**config.mk**
```make
export PLATFORM = sky130hd
export DESIGN_NAME = adpll_sweep_ctrl
export DESIGN_NICKNAME = d
export VERILOG_FILES = /design/src/rtl/adpll_sweep_ctrl_pkg.sv /design/src/rtl/adpll_sweep_ctrl_lock_detect.sv /design/src/rtl/adpll_sweep_ctrl.sv
export SDC_FILE = /design/constraint.sdc
export NUM_CORES = 1
export LEC_CHECK = 0
export CORE_MARGIN = 1.5
export CORE_UTILIZATION = 53
export CTS_CLUSTER_DIAMETER = 30
export DETAILED_ROUTE_END_ITERATION = 8
export PLACE_DENSITY = 0.78
export SYNTH_ARGS = -nofsm -noshare
export SYNTH_HDL_FRONTEND = slang
export SYNTH_SLANG_ARGS = --single-unit
```
**constraint.sdc**
```tcl
create_clock -name fpga_clk_i -period 4.2 [get_ports fpga_clk_i]
set_clock_uncertainty 0.1 [all_clocks]
set_input_delay 0.42 -clock fpga_clk_i [delete_from_list [all_inputs] [get_ports fpga_clk_i]]
set_output_delay 0.42 -clock fpga_clk_i [all_outputs]
set_load 0.02 [all_outputs]
```
**src/rtl/adpll_sweep_ctrl_pkg.sv**
```systemverilog
//------------------------------------------------------------------------------
// Module  : adpll_sweep_ctrl_pkg
// Purpose : Shared definitions for the ADPLL sweep controller: sequencer state
//           encoding, default widths and a signed-magnitude helper.
// Ports   : none (package)
// Config  : SWEEP_LOOP_EN is consumed by adpll_sweep_ctrl, not here.
// Rev     : 1.0  initial release
//------------------------------------------------------------------------------
`default_nettype none

package adpll_sweep_ctrl_pkg;

   localparam int ACCUM_WIDTH_DEF = 12;
   localparam int ERR_WIDTH_DEF   = 8;

   typedef enum logic [2:0] {
      ST_IDLE    = 3'd0,
      ST_SETTLE  = 3'd1,
      ST_ACQUIRE = 3'd2,
      ST_REPORT  = 3'd3,
      ST_DONE    = 3'd4
   } state_t;

   // Absolute value of a sign-extended error. Callers extend narrow errors to
   // 32 bits first, so the most-negative narrow value maps to its true
   // magnitude (e.g. -128 -> 128) without wrapping.
   function automatic logic [31:0] abs32(input logic signed [31:0] v);
      return v[31] ? (~v + 32'd1) : v;
   endfunction

endpackage

`default_nettype wire

```
**src/rtl/adpll_sweep_ctrl_lock_detect.sv**
```systemverilog
//------------------------------------------------------------------------------
// Module  : adpll_lock_detect
// Purpose : Counts consecutive cycles with |error| <= LOCK_TOL and flags lock
//           in the cycle the run reaches LOCK_COUNT.
// Ports   : clk      - clock
//           rst      - synchronous active-high reset
//           i_clear  - synchronous clear of the run counter
//           i_error  - signed ADPLL phase error
//           o_locked - combinational: this cycle completes the in-lock run
// Rev     : 1.0  initial release
//------------------------------------------------------------------------------
`default_nettype none

module adpll_lock_detect
   import adpll_sweep_ctrl_pkg::*;
#(
   parameter int ERR_WIDTH  = ERR_WIDTH_DEF,
   parameter int LOCK_TOL   = 2,
   parameter int LOCK_COUNT = 64
)(
   input  logic                 clk,
   input  logic                 rst,
   input  logic                 i_clear,
   input  logic [ERR_WIDTH-1:0] i_error,
   output logic                 o_locked
);

   // Counter only needs to hold 0..LOCK_COUNT-1: the cycle that would reach
   // LOCK_COUNT is reported through o_locked instead of being stored.
   localparam int c_CNT_W = (LOCK_COUNT < 2) ? 1 : $clog2(LOCK_COUNT);

   logic signed [31:0] w_err_ext;
   logic [31:0]        w_err_abs;
   logic               w_in_lock;
   logic [c_CNT_W-1:0] r_cnt;

   assign w_err_ext = 32'(signed'(i_error));
   assign w_err_abs = abs32(w_err_ext);
   assign w_in_lock = (w_err_abs <= 32'(LOCK_TOL));
   assign o_locked  = w_in_lock && (r_cnt == c_CNT_W'(LOCK_COUNT - 1));

   always_ff @(posedge clk) begin
      if (rst || i_clear) begin
         r_cnt <= '0;
      end else if (!w_in_lock) begin
         r_cnt <= '0;
      end else if (!o_locked) begin
         r_cnt <= r_cnt + c_CNT_W'(1);
      end
   end

endmodule

`default_nettype wire

```
**src/rtl/adpll_sweep_ctrl.sv**
```systemverilog
//------------------------------------------------------------------------------
// Module  : adpll_sweep_ctrl
// Purpose : Steps the PhaseAccum tuning word from k_start to k_stop, holds the
//           ADPLL disabled for SETTLE_CYC cycles after every change, then times
//           acquisition until lock or TIMEOUT_CYC and reports per step.
// Ports   : fpga_clk_i/reset_i        clock, synchronous active-high reset
//           start_i/abort_i           sweep start pulse, abort level
//           k_start_i/k_stop_i/k_step_i sweep range, latched on accepted start
//           error_i                   signed ADPLL phase error
//           k_val_o/adpll_enable_o    tuning word and ADPLL enable
//           busy_o/done_o             activity flag, end-of-sweep pulse
//           result_valid_o/lock_ok_o/lock_time_o  per-step result
// Config  : SWEEP_LOOP_EN - when defined, the sweep restarts from the latched
//           k_start after every done_o until abort/reset.
// Rev     : 1.0  initial release
//------------------------------------------------------------------------------
`default_nettype none

module adpll_sweep_ctrl
   import adpll_sweep_ctrl_pkg::*;
#(
   parameter int ACCUM_WIDTH = ACCUM_WIDTH_DEF,
   parameter int ERR_WIDTH   = ERR_WIDTH_DEF,
   parameter int LOCK_TOL    = 2,
   parameter int LOCK_COUNT  = 64,
   parameter int SETTLE_CYC  = 16,
   parameter int TIMEOUT_CYC = 65535,
   parameter int CNT_WIDTH   = 16
)(
   input  logic                   fpga_clk_i,
   input  logic                   reset_i,
   input  logic                   start_i,
   input  logic                   abort_i,
   input  logic [ACCUM_WIDTH-1:0] k_start_i,
   input  logic [ACCUM_WIDTH-1:0] k_stop_i,
   input  logic [ACCUM_WIDTH-1:0] k_step_i,
   input  logic [ERR_WIDTH-1:0]   error_i,
   output logic [ACCUM_WIDTH-1:0] k_val_o,
   output logic                   adpll_enable_o,
   output logic                   busy_o,
   output logic                   result_valid_o,
   output logic                   lock_ok_o,
   output logic [CNT_WIDTH-1:0]   lock_time_o,
   output logic                   done_o
);

   localparam int c_SET_W = (SETTLE_CYC < 2) ? 1 : $clog2(SETTLE_CYC);

   state_t                 r_state;
   state_t                 w_next_state;
   logic [c_SET_W-1:0]     r_settle_cnt;
   logic [CNT_WIDTH-1:0]   r_time_cnt;
   logic [ACCUM_WIDTH-1:0] r_k_val;
   logic [ACCUM_WIDTH-1:0] r_k_stop;
   logic [ACCUM_WIDTH-1:0] r_k_step;
`ifdef SWEEP_LOOP_EN
   logic [ACCUM_WIDTH-1:0] r_k_start;
`endif
   logic                   r_lock_ok;
   logic [CNT_WIDTH-1:0]   r_lock_time;
   logic                   w_locked;
   logic                   w_timeout;
   logic                   w_sweep_end;
   logic [ACCUM_WIDTH:0]   w_next_k;

   // One bit wider than k so a wrap past the top of the tuning range shows up
   // as a carry and ends the sweep instead of restarting from a small value.
   assign w_next_k    = {1'b0, r_k_val} + {1'b0, r_k_step};
   assign w_sweep_end = (r_k_step == '0) || w_next_k[ACCUM_WIDTH] ||
                        (w_next_k[ACCUM_WIDTH-1:0] > r_k_stop);
   assign w_timeout   = (r_time_cnt == CNT_WIDTH'(TIMEOUT_CYC - 1));

   adpll_lock_detect #(
      .ERR_WIDTH  (ERR_WIDTH),
      .LOCK_TOL   (LOCK_TOL),
      .LOCK_COUNT (LOCK_COUNT)
   ) u_lock_detect (
      .clk      (fpga_clk_i),
      .rst      (reset_i),
      .i_clear  (r_state != ST_ACQUIRE),
      .i_error  (error_i),
      .o_locked (w_locked)
   );

   always_ff @(posedge fpga_clk_i) begin
      if (reset_i) begin
         r_state <= ST_IDLE;
      end else begin
         r_state <= w_next_state;
      end
   end

   always_comb begin
      w_next_state   = r_state;
      adpll_enable_o = 1'b0;
      busy_o         = 1'b1;
      result_valid_o = 1'b0;
      done_o         = 1'b0;
      case (r_state)
         ST_IDLE: begin
            busy_o = 1'b0;
            if (start_i) w_next_state = ST_SETTLE;
         end
         ST_SETTLE: begin
            if (r_settle_cnt == c_SET_W'(SETTLE_CYC - 1)) w_next_state = ST_ACQUIRE;
         end
         ST_ACQUIRE: begin
            adpll_enable_o = 1'b1;
            if (w_locked || w_timeout) w_next_state = ST_REPORT;
         end
         ST_REPORT: begin
            result_valid_o = !abort_i;
            w_next_state   = w_sweep_end ? ST_DONE : ST_SETTLE;
         end
         ST_DONE: begin
            done_o = !abort_i;
`ifdef SWEEP_LOOP_EN
            w_next_state = ST_SETTLE;
`else
            w_next_state = ST_IDLE;
`endif
         end
         default: w_next_state = ST_IDLE;
      endcase
      // Abort outranks every transition, including an accepted start.
      if (abort_i) w_next_state = ST_IDLE;
   end

   always_ff @(posedge fpga_clk_i) begin
      if (reset_i) begin
         r_settle_cnt <= '0;
         r_time_cnt   <= '0;
         r_k_val      <= '0;
         r_k_stop     <= '0;
         r_k_step     <= '0;
`ifdef SWEEP_LOOP_EN
         r_k_start    <= '0;
`endif
         r_lock_ok    <= 1'b0;
         r_lock_time  <= '0;
      end else begin
         // Both counters restart at 0 on every entry into their state.
         r_settle_cnt <= (r_state == ST_SETTLE && w_next_state == ST_SETTLE) ?
                         r_settle_cnt + c_SET_W'(1) : '0;
         r_time_cnt   <= (r_state == ST_ACQUIRE && w_next_state == ST_ACQUIRE) ?
                         r_time_cnt + CNT_WIDTH'(1) : '0;

         if (r_state == ST_IDLE && w_next_state == ST_SETTLE) begin
            r_k_val   <= k_start_i;
            r_k_stop  <= k_stop_i;
            r_k_step  <= k_step_i;
`ifdef SWEEP_LOOP_EN
            r_k_start <= k_start_i;
`endif
         end

         // Lock wins over a coincident timeout.
         if (r_state == ST_ACQUIRE && w_next_state == ST_REPORT) begin
            r_lock_ok   <= w_locked;
            r_lock_time <= w_locked ? r_time_cnt : CNT_WIDTH'(TIMEOUT_CYC);
         end

         if (r_state == ST_REPORT && w_next_state == ST_SETTLE) begin
            r_k_val <= w_next_k[ACCUM_WIDTH-1:0];
         end

`ifdef SWEEP_LOOP_EN
         if (r_state == ST_DONE && w_next_state == ST_SETTLE) begin
            r_k_val <= r_k_start;
         end
`endif
      end
   end

   assign k_val_o     = r_k_val;
   assign lock_ok_o   = r_lock_ok;
   assign lock_time_o = r_lock_time;

endmodule

`default_nettype wire
```
=== After elaboration in Yosys (flattened, before gate mapping) ===
Index checks and enable logic that the tools add are counted.

* Register bits after elaboration: 82
* Bits in latches: 0
* Bits in writable memories: 0
* Memory bits (read-only): 0
* Logic and storage cells: 62
* Memories kept: 0

* Add/subtract/negate cells: 5
* $mul: 0
* Div/mod/pow operators: 0
* Order comparisons: 2
* Equal/unequal tests: 11
* Shifts and indexed selects: 0
* Mux-type cells: 14
* Bitwise operators: 4
* Reductions and logical operators: 17

{| class="wikitable"
|+ Operators by type and width
! kind !! number
|-
| 32-bit by 1-bit adder with 32-bit output (second input constant) || 1
|-
| 32-bit by 2-bit <= comparator with 1-bit output (second input constant) || 1
|-
| 32-bit 2-to-1 mux || 1
|-
| 32-bit NOT || 1
|-
| 12-bit 2-to-1 mux || 2
|-
| 16-bit by 1-bit adder with 16-bit output (second input constant) || 1
|-
| 16-bit == test (second input constant) || 1
|-
| 16-bit 2-to-1 mux || 1
|-
| 3-bit 2-to-1 mux || 5
|-
| 12-bit by 12-bit adder with 13-bit output || 1
|-
| 3-bit by 2-bit == test with 1-bit output (second input constant) || 4
|-
| 12-bit > comparator || 1
|-
| 12-bit logical NOT || 1
|-
| 3-bit one-hot mux with 4 select lines || 1
|-
| 6-bit by 1-bit adder with 6-bit output (second input constant) || 1
|-
| 3-bit by 1-bit == test with 1-bit output (second input constant) || 2
|-
| 6-bit == test (second input constant) || 1
|-
| 1-bit logical AND || 6
|-
| 2-bit OR reduction || 3
|-
| 4-bit by 1-bit adder with 4-bit output (second input constant) || 1
|-
| 4-bit == test (second input constant) || 1
|-
| 1-bit logical OR || 4
|-
| 1-bit 2-to-1 mux || 4
|-
| 3-bit == test (second input constant) || 1
|-
| 5 further kinds || 7
|}

=== Logic depth before layout (Yosys ltp) ===
* Depth in word-level cells: 13
* Mapped depth: 16
* Gate-level depth less buffers: 15

=== Hierarchy ===
Synthesis repeated with hierarchy kept, for this count alone.

* Cell total of the unflattened synthesis: 521
* Area, all modules: 4428.0 sq um

{| class="wikitable"
|+ By module, submodules not included
! module !! instances !! cells an instance !! area an instance (sq um) !! sequential area each (sq um)
|-
| adpll_sweep_ctrl || 1 || 479 || 4057.6 || 1521.5
|-
| adpll_lock_detect || 1 || 42 || 370.4 || 120.1
|}

=== Least setup slack after synthesis ===
Ideal clock, no wire load.

* Path type: reg2reg
* From: register r_k_val[0], in the netlist k_val_o[0]
* To: register r_k_val[10], in the netlist k_val_o[10]
* Arrival time: 3336 ps
* Slack: 645 ps
* Stages on the path, launching flop included: 17
* Buffers on the path: 1
* Clock period less this slack: 3555 ps
* Cells stage by stage: dfxtp_1 -> ha_1 -> inv_1 -> fa_1 -> nor2b_1 -> o31a_1 -> o21ba_2 -> or3_1 -> and2_1 -> ha_1 -> nand4_1 -> or3_1 -> o211ai_1 -> and3_1 -> buf_2 -> nand2_2 -> o221a_1

* Cells in the longest elaborated chain, start to end: 9
* Elaborated cells on any way between the ends: 12

{| class="wikitable"
|+ RTL lines
! element !! line !! source
|-
| start, declared || adpll_sweep_ctrl.sv:53 || <nowiki>logic [ACCUM_WIDTH-1:0] r_k_val;</nowiki>
|-
| start signal, assigned || adpll_sweep_ctrl.sv:149 || <nowiki>r_k_val <= k_start_i;</nowiki>
|-
| start signal, assigned || adpll_sweep_ctrl.sv:164 || <nowiki>r_k_val <= w_next_k[ACCUM_WIDTH-1:0];</nowiki>
|-
| 12-bit by 12-bit adder with 13-bit output (*) || adpll_sweep_ctrl.sv:68 || <nowiki>assign w_next_k = {1'b0, r_k_val} + {1'b0, r_k_step};</nowiki>
|-
| 12-bit > comparator or 1-bit logical OR (tied branches) || adpll_sweep_ctrl.sv:70, adpll_sweep_ctrl.sv:69 ||
|-
| 1-bit logical OR || adpll_sweep_ctrl.sv:69 || <nowiki>assign w_sweep_end = (r_k_step == '0) || w_next_k[ACCUM_WIDTH] ||</nowiki>
|-
| 3-bit 2-to-1 mux || adpll_sweep_ctrl.sv:113 || <nowiki>w_next_state = w_sweep_end ? ST_DONE : ST_SETTLE;</nowiki>
|-
| 3-bit one-hot mux with 4 select lines || adpll_sweep_ctrl.sv:99 || <nowiki>case (r_state)</nowiki>
|-
| 3-bit 2-to-1 mux || adpll_sweep_ctrl.sv:126 || <nowiki>if (abort_i) w_next_state = ST_IDLE;</nowiki>
|-
| 3-bit by 1-bit == test with 1-bit output || adpll_sweep_ctrl.sv:148, adpll_sweep_ctrl.sv:163 ||
|-
| 1-bit logical AND, on equally long branches || adpll_sweep_ctrl.sv:163, adpll_sweep_ctrl.sv:148 ||
|-
| 12-bit 2-to-1 mux or 2-bit nonzero test (tied branches) || - ||
|}

Every way passes the cells marked *; elsewhere a longest branch is shown, timed or not.
A chain may end at the register's enable or synchronous reset.

=== Worst setup path in the final report ===
* From: register r_k_val[0], in the netlist k_val_o[0]
* To: register r_k_val[11], in the netlist k_val_o[11]

The elaborated chain is that of the path after synthesis.

==> summary.txt <==
Synth Register Bits = 82
area delta synth->final = 22.87%
final worst-path cycle share = 92.74%
post-CTS setup buffer count = 0
share of the synthesized area in the top cell type = 37.08%
hold_sp = lock_time_o[2]
setup ws final = 304.9 ps
Period minus WS final = 3895 ps
largest cells by area after synthesis = dfxtp_1 37%, ha_1 8.2%, nand2_1 6.4%
Clock transition at path regs = 100 ps
vias per cell = 5.546
largest net degree at the start of global routing = 38
final hold vios = 0
Slowest-stage cell, CP = or3_1
antenna violations before repair = 0
CP startpoint kind = flip-flop
setup tns final = 0 ps
# port buffers = 80
CTS tree = done
Clk Latency, worst-skew pair = 370 ps
Die W = 94.39 um
root buffer cell = clkbuf_8
Finished Core Util = 66.87%
# H-tree levels = 3
Unique masters post-synth = 67
RSZ-0062 raised after global routing = no
Avg Inst Size Synth = 8.400 um2
leakage power = 0.002028 uW
Max-Cap Viols = 0
GRT overflow = 0
asr flop ratio synth = 0%
io pins = 81
Mapped Cells = 527
Critical Path RT = 4360 ps
Initial DRC Count = 163
cell area after layout = 5439 um2
drt drc = 0
Core ar. = 8134 um2
DP Area = 5238 um2
CTS buffer count = 9
CP endpoint kind = flip-flop
Die ar. = 8909 um2
Main synth FF type = dfxtp_1
Setup CP Type = reg -> reg
CTS Buffer Depth = 2
number of synthesized flops with an enable pin = 0
Ys Warns = 0
Slew HR = 36.79%
Pins Over Slew Limit = 0
Yosys top cell by area = dfxtp_1
Total Nets Final = 675
DRT Wirelength = 10.34 mm
register area share after synthesis = 37.08%
layout cell share with drive strength beyond 1 = 8.140%
DP Wirelength = 7.629 mm
post-synth net total = 605
status = finished clean
Least-Margin Pin Slew = 948.2 ps
Peak Freq = 256.7 MHz
synthesized cell area = 4427 um2
drt pass-1 iters = 4
Setup Viol. Count Final = 0
row cnt = 33
routed via count = 3921
crit-path max cell delay = 370 ps
Final GP Congestion = 0.8892
vias in the first global route = 3841
PwrDens = 300.4 nW/um2
CP max FO = 11
first-pass GRT wire length = 17.24 mm
height of the die = 94.39 um
Tightest Hold Check Type = reg -> reg
Total GRT Usage = 24.57%
peak supply drop = 150.6 uV
Routed WL per cell = 14.63 um
Initial Util = 54.42%
Worst R2R Start = k_val_o[0]
Clock Sinks = 82
cts hold-fix bufs = 0
Setup WS pre-CTS = 240.4 ps
ANT cells = 0
Worst setup startpoint = k_val_o[0]
Critical Path, Cell by Cell = ha_1, inv_1, fa_1, nor2b_1, o31a_1, o21ba_2, or3_1, and2_1, ha_1, nand4_1, or3_1, o211ai_1, nand3_2, o21ai_0, a2bb2o_1
Final ANT Viol Nets = 0
Worst Path Arrival = 4050 ps
Buffers & Inverters on Critical Path = 1
top cell family by delay on the critical path = simple AND/OR/NAND/NOR gates
[logic make-up (layout without fill, tap and decap cells)]
family / after synthesis / after routing / share of synthesized area, %
flops: 82 / 82 / 37.08
buf+inv: 68 / 143 / 6.953
compound gates: 115 / 115 / 19.22
simple gates: 202 / 202 / 22.10
xor+xnor: 28 / 28 / 5.540
mux: 2 / 2 / 0.4523
fa+ha+maj: 30 / 30 / 8.649
[worst paths after layout]
kind                          to  slack (ps)  cells past startpoint
setup / recovery     k_val_o[11]         300                     15
hold / removal    lock_time_o[2]         360                      2
setup reg to reg     k_val_o[11]         300                     15
hold reg to reg   lock_time_o[2]         360                      2
[flip-flops by register name (all words and copies together) (netlist names)]
| name | count |
|---|---|
| k_val_o | 12 |
| r_settle_cnt | 4 |
| r_k_step | 12 |
| r_time_cnt | 16 |
| r_k_stop | 12 |
| u_lock_detect.r_cnt | 6 |
| lock_time_o | 16 |
| r_state | 3 |
| lock_ok_o | 1 |
[placed cells by master (no fill, tap or decap), types with 5 or more instances in the layout]
cell / count
dfxtp_1: 82
clkdlybuf4s50_1: 79
nand2_1: 75
nor2_1: 47
inv_1: 41
a21oi_1: 39
ha_1: 29
nand3_1: 18
xor2_1: 15
xnor2_1: 13
o21ai_0: 10
nor3_1: 10
a211oi_2: 10
clkbuf_8: 9
a211oi_1: 8
nand4_1: 8
o211ai_1: 7
or3_1: 5
and4_1: 5
and3_1: 5
[power by group]
part	switching (uW)	leakage, uW	total, uW	internal [uW]
combinational	134	0.00127	256	122
sequential	15.8	0.000665	812	796
clock	334	0.0000931	566	232
[cell type report]
| cell class | count | area, um2 |
|---|---|---|
| Fill cell | 690 | 2695 |
| Multi-Input combinational cell | 377 | 2484 |
| Sequential cell | 82 | 1642 |
| Timing Repair Buffer | 84 | 825.8 |
| Inverter | 43 | 161.4 |
| Tap cell | 105 | 131.4 |
| Clock buffer | 9 | 123.9 |
| Clock inverter | 7 | 71.32 |
[synth_stat cells (4+ instances only)]
cell / number
nor2_1: 47
ha_1: 29
nor3_1: 10
o31ai_1: 4
nand3_1: 19
buf_2: 8
a211oi_2: 10
or3_1: 5
and3_1: 6
nor4_1: 4
inv_1: 41
nand4_1: 8
a21oi_1: 39
o211ai_1: 7
nand2_1: 75
a211oi_1: 8
xnor2_1: 13
and4_1: 5
clkbuf_1: 12
dfxtp_1: 82
o21ai_0: 10
and2_1: 4
a31oi_1: 4
xor2_1: 15
[layer usage]
| layer | vias to the layer above | wire, um | GRT usage [%] |
|---|---|---|---|
| li1 | 1984 | - | - |
| met1 | 1806 | 4514 | 29.74 |
| met2 | 111 | 4960 | 42.03 |
| met3 | 20 | 588 | 4.992 |
| met4 | 0 | 277 | 10.82 |
| met5 | - | 0 | 0 |
[per-stage QoR]
stage               power [uW]  instances  hold WS, ps
finish                    1634        707        356.1
global route              1711        707        389.4
CTS                       1647        707        360.4
detailed placement        1081        691        345.1
global placement          1073        691        340.4
floorplan                981.1        527        330.3
[tightest hold or removal path, cell delays in order (launching register included)]
cell and delay (ps):
dfxtp_1 320, inv_1 50, a211oi_1 50
[timing repair]
item / CTS / global route
endpoints found under the setup margin: 0 / 9
endpoints found under the hold margin: 0 / 0
gates resized for setup: 0 / 2
(Power assumes the default switching activity.)
